--- config.mk ---
export PLATFORM = sky130hd
export DESIGN_NAME = wptr_handler
export DESIGN_NICKNAME = d
export VERILOG_FILES = /design/src/rtl/wptr_handler.sv
export SDC_FILE = /design/constraint.sdc
export NUM_CORES = 1
export LEC_CHECK = 0
export CAP_MARGIN = 20
export CORE_AREA = 2 2 57 46
export CTS_CLUSTER_DIAMETER = 40
export CTS_CLUSTER_SIZE = 40
export DETAILED_ROUTE_END_ITERATION = 6
export DIE_AREA = 0 0 59 48
export RECOVER_POWER = 100
export SLEW_MARGIN = 15
export SYNTH_ARGS = -nofsm -noshare
export SYNTH_HDL_FRONTEND = slang
export SYNTH_SLANG_ARGS = --single-unit
--- constraint.sdc ---
create_clock -name w_clk -period 3.1 [get_ports w_clk]
set_clock_uncertainty 0.05 [all_clocks]
set_input_delay 0.775 -clock w_clk [delete_from_list [all_inputs] [get_ports w_clk]]
set_output_delay 0.775 -clock w_clk [all_outputs]
set_load 0.02 [all_outputs]
--- src/rtl/wptr_handler.sv ---
// Async FIFO write-side pointer and flag logic.
// Binary/Gray write pointers, full/almost_full/level from the synced read pointer.
module wptr_handler #(
  parameter int PTR_SIZE  = 3,
  parameter int AF_THRESH = 6
) (
  input  logic                w_clk,
  input  logic                wrst,
  input  logic                w_en,
  input  logic [PTR_SIZE:0]   g_rptr_sync,
  input  logic                ovf_clr,
  output logic                w_ack,
  output logic [PTR_SIZE:0]   b_wptr,
  output logic [PTR_SIZE:0]   g_wptr,
  output logic                full,
  output logic                almost_full,
  output logic [PTR_SIZE:0]   w_level,
  output logic                overflow
);

  localparam logic [PTR_SIZE:0] AF_T = (PTR_SIZE+1)'(AF_THRESH);

  logic [PTR_SIZE:0] b_wptr_next;
  logic [PTR_SIZE:0] g_wptr_next;
  logic [PTR_SIZE:0] rbin;
  logic [PTR_SIZE:0] lvl_next;
  logic [PTR_SIZE:0] full_cmp;

  // Held off during reset so the memory never sees a write while state is discarded.
  assign w_ack = w_en & ~full & ~wrst;

  assign b_wptr_next = b_wptr + {{PTR_SIZE{1'b0}}, w_ack};
  assign g_wptr_next = (b_wptr_next >> 1) ^ b_wptr_next;

  for (genvar i = 0; i <= PTR_SIZE; i++) begin : g_g2b
    assign rbin[i] = ^g_rptr_sync[PTR_SIZE:i];
  end

  assign lvl_next = b_wptr_next - rbin;
  assign full_cmp = {~g_rptr_sync[PTR_SIZE:PTR_SIZE-1],
                     g_rptr_sync[PTR_SIZE-2:0]};

  always_ff @(posedge w_clk) begin
    if (wrst) begin
      b_wptr      <= '0;
      g_wptr      <= '0;
      full        <= 1'b0;
      almost_full <= 1'b0;
      w_level     <= '0;
      overflow    <= 1'b0;
    end else begin
      b_wptr      <= b_wptr_next;
      g_wptr      <= g_wptr_next;
      full        <= (g_wptr_next == full_cmp);
      almost_full <= (lvl_next >= AF_T);
      w_level     <= lvl_next;
      // Set wins over clear.
      if (w_en && full)
        overflow <= 1'b1;
      else if (ovf_clr)
        overflow <= 1'b0;
    end
  end

endmodule

# == After elaboration in Yosys (flattened, before gate mapping) ==
# Index checks and enable logic that the tools add are counted.
# op_classes
add_sub_neg,2
order_cmp,1
n_eq_ne,1
n_mux,2
bitwise_logic,6
n_reduce_logical,5
# op_table
operator,n
4-bit by 1-bit adder with 4-bit output,1
4-bit equality test,1
"4-bit by 3-bit greater-or-equal comparator with 1-bit output, second input constant",1
4-bit XOR reduction,1
4-bit subtractor,1
3-bit by 4-bit XOR with 4-bit output,1
3-bit XOR reduction,1
1-bit bitwise AND,2
1-bit 2-to-1 mux,2
1-bit NOT,2
2-bit NOT,1
2-bit nonzero test,1
2-bit XOR reduction,1
1-bit logical AND,1
# word_totals
reg_bits,15
input_bits,8
output_inout_bits,16
wordCells,23

# == Logic depth before layout (Yosys ltp) ==
# depth
word_depth,6
depth_mapped,8

# == Worst setup path after synthesis ==
# No wires, ideal clock.
# synth_timing
path_type,input-to-reg
startpoint,in wrst
endpoint,reg almost_full
t_arrival_ns,2.966
t_required_ns,2.976
slack_ns,0.010
cell_stages,8
path_cell_list,nor3b_1 ha_1 ha_1 ha_1 nor2b_1 o21a_1 or3_1 a31oi_1
# synth_via
elab_chain_cells,5
# synth_rtl
element,line,source
"start, declared",8,"input logic wrst,"
1-bit NOT,30,assign w_ack = w_en & ~full & ~wrst;
1-bit bitwise AND,30,
4-bit by 1-bit adder with 4-bit output,32,"assign b_wptr_next = b_wptr + {{PTR_SIZE{1'b0}}, w_ack};"
net b_wptr_next[1],23,logic [PTR_SIZE:0] b_wptr_next;
4-bit subtractor,39,assign lvl_next = b_wptr_next - rbin;
4-bit by 3-bit greater-or-equal comparator with 1-bit output,55,almost_full <= (lvl_next >= AF_T);
"end signal, assigned",55,
"end, declared",16,"output logic almost_full,"
# The timed path passes the listed nets, and every way through them passes these cells.
# A chain may end at the register's enable or synchronous reset.

# == Worst setup path after layout ==
# layout_timing
startpoint,in wrst
endpoint,out w_ack
# layout_via
elab_chain_cells,2
# layout_rtl
element,line,source
1-bit NOT,30,
1-bit bitwise AND,30,
"end, declared",12,"output logic w_ack,"
# No other way between the ends.

==> qor.csv <==
metric,value,unit
met1 global-route usage,14.5,%
"area leader, netlist",dfxtp_1,
post-layout util,45.8,%
status,finished clean,
Synth Net Count,78,
worst-path maximum fanout,2,
Initial Util,29.6,%
synthesized area per cell,10.2,um2
Routed WL,1450,um
RSZ-0062 raised after global routing,false,
CTS Buffer Depth,2,
FP Rows,15,
CTS Sinks,14,
Crit path required time,2.27,ns
final worst path period share,94.8,%
Worst slew margin,80.1,%
Leak,0.476,nW
top-area cell type share of the netlist area,42.7,%
met3 usage,3.51,%
worst skew pair latency,0.27,ns
1st-iter DRT viols,7,
Pint,0.326,mW
crit path DAT,2.11,ns
post-route cell area,0.00101,mm2
Final min period,2.94,ns
critical path's top delay family,buffers and inverters,
drt first pass iters,4,
CTS tree,yes,
combinational power share,34.5,%
share of post-route cells with drive strength above 1,15.2,%
Die Ht,48,um
total of max-cap violations,0,
Post-Syn Area,656,um2
die area,0.00283,mm2
GR Overflow Total,0,
Sw Pwr,0.134,mW
post-CTS setup buffer count,0,
Post-DP HPWL,1180,um
Max Slew Vio Count,0,
Clk pwr share,21.5,%
crit-path cells,clkdlybuf4s50_1 > nor3b_4 > clkdlybuf4s50_1,
# diodes,0,
sequential share of the synthesized area,42.7,%
critical path type,in2out,
Synth cell types,23,
Via density,4.48,
Gate Count Post-Synth,64,
PwrDens,453,mW/mm2
Hold Path Class,reg2reg,
vias in the first global route,513,
antenna-violating nets left,0,
worst slew pin tran,0.296,ns
Placed Area,988,um2
final hold vios,0,
critical path launch point type,primary input,
GRT met2 Usage,18.4,%
Max IR drop VDD,205,uV
Total Routing Usage GR,11.2,%
"Warnings, synthesis",0,
Die W,59,um
number of DRC violations after detailed routing,0,
Placer Congestion,0.752,
Crit path buffers/inverters,2,
Clock transition at path regs,0.08,ns
Design Power,0.459,mW
Worst Setup End Kind,output pin,
setup violators final,0,
CTS Root Cell,clkbuf_4,
Area contributors post-synth,"dfxtp_1 43%, xnor2_1 11%, ha_1 9.5%",
WL/cell,11.7,um
vias,556,
busiest layer in global routing,met2,
Reg power frac,44.0,%
Core Area,0.00221,mm2
layout overhead on the synthesized area,54.8,%
Port Buffers,23,
TritonCTS Buffers,3,
Net Sw Frac,29.1,%
"FF+latch count, synth",14,
first-pass GRT wire length,2280,um
Fmax achieved,0.340,GHz
Slowest Stage Delay on Critical Path,0.63,ns
H-tree depth,1,
I/O pin cnt,24,
most frequent CP cell,clkdlybuf4s50_1,
Final nets,115,
antenna violations before repair,0,
CP max stage cell,clkdlybuf4s50_1,
pin count of the biggest net entering global routing,15,
-- Yosys cell counts --
cell / count
dfxtp_1: 14
nor2_1: 10
xnor2_1: 8
ha_1: 5
xor2_1: 5
inv_1: 3
a21oi_1: 2
nor2b_1: 2
a21boi_0: 1
a31oi_1: 1
and3_1: 1
and4_2: 1
buf_4: 1
clkbuf_1: 1
fa_1: 1
nand2_1: 1
nand2b_1: 1
nor3b_1: 1
o21a_1: 1
o21ai_0: 1
or2_2: 1
or3_1: 1
xor3_1: 1
-- logic make-up (layout without fill, tap and decap cells) --
logic type | after synthesis | in the layout | share of synthesized area, %
xor+xnor | 14 | 14 | 21.0
flops | 14 | 14 | 42.7
buf+inv | 5 | 40 | 3.43
simple gates | 19 | 19 | 14.7
compound gates | 6 | 6 | 5.54
fa+ha+maj | 6 | 6 | 12.6
-- state kept, by name, summed over array words and instances (netlist names) --
signal       cells
overflow         1
g_wptr           3
full             1
almost_full      1
b_wptr           4
w_level          4
-- cells in the final DEF, fill, tap and decap left out, drive strengths merged --
master / n
nor3b: 1
dfxtp: 14
o21ai: 1
a21boi: 1
buf: 6
dlygate4sd3: 15
xor2: 5
a21oi: 2
and3: 1
fa: 1
nand2b: 1
or2: 1
or3: 1
xnor2: 8
ha: 5
nor2: 10
o21a: 1
nor2b: 2
a31oi: 1
nand2: 1
xor3: 1
and4: 1
clkdlybuf4s50: 8
clkbuf: 8
inv: 3
-- timing repair --
action,CTS,global route
hold buffers,0,0
resized for setup,0,2
endpoints found under the setup margin,0,3
hold endpoints to repair,0,0
-- final timing paths --
path	slack [ns]	to	depth (start not counted)	start
max	0.16	w_ack	3	wrst
min	0.42	overflow	2	overflow
max reg2reg	0.83	w_level[3]	8	full
min reg2reg	0.42	overflow	2	overflow
-- routing by layer --
metal  up-vias  part of all wire (%)
met3         2                   6.0
met5         -                     0
met2        20                    46
met4         0                  0.48
met1       255                    47
li1        279                     -
-- area by class of cell --
cell class	count	area, um2
clock buffer	3	22.5
tap	25	31.3
fill	220	1200
timing repair buffer	34	305
sequential	14	280
inverter	3	11.3
multi-input combinational	45	364
-- power groups by stage --
stage	clock network, mW	registers (mW)	logic, mW
finish	0.0989	0.202	0.159
floorplan	0	0.229	0.0603
global placement	0	0.207	0.164
CTS	0.105	0.203	0.167
global route	0.112	0.204	0.174
detailed placement	0	0.207	0.166
-- worst register-to-register path: stages (launching register included) --
cell and delay, ns:
dfxtp_1 0.35, nor3b_4 0.21, ha_1 0.22, ha_1 0.27, ha_1 0.29, nor2b_1 0.13
o21a_1 0.17, or3_1 0.33, a21oi_1 0.18
-- metrics by stage --
step / setup TNS [ns] / cells / setup slack [ns] / hold slack [ns]
after floorplan: 0 / 64 / 0.00960 / 0.484
after global placement: -0.258 / 121 / -0.153 / 0.413
after detailed placement: -0.497 / 121 / -0.260 / 0.416
after CTS: 0 / 124 / 0.00766 / 0.429
after global routing: 0 / 124 / 0.0195 / 0.449
final: 0 / 124 / 0.161 / 0.420
No activity file was read; power rests on OpenSTA's default activity.
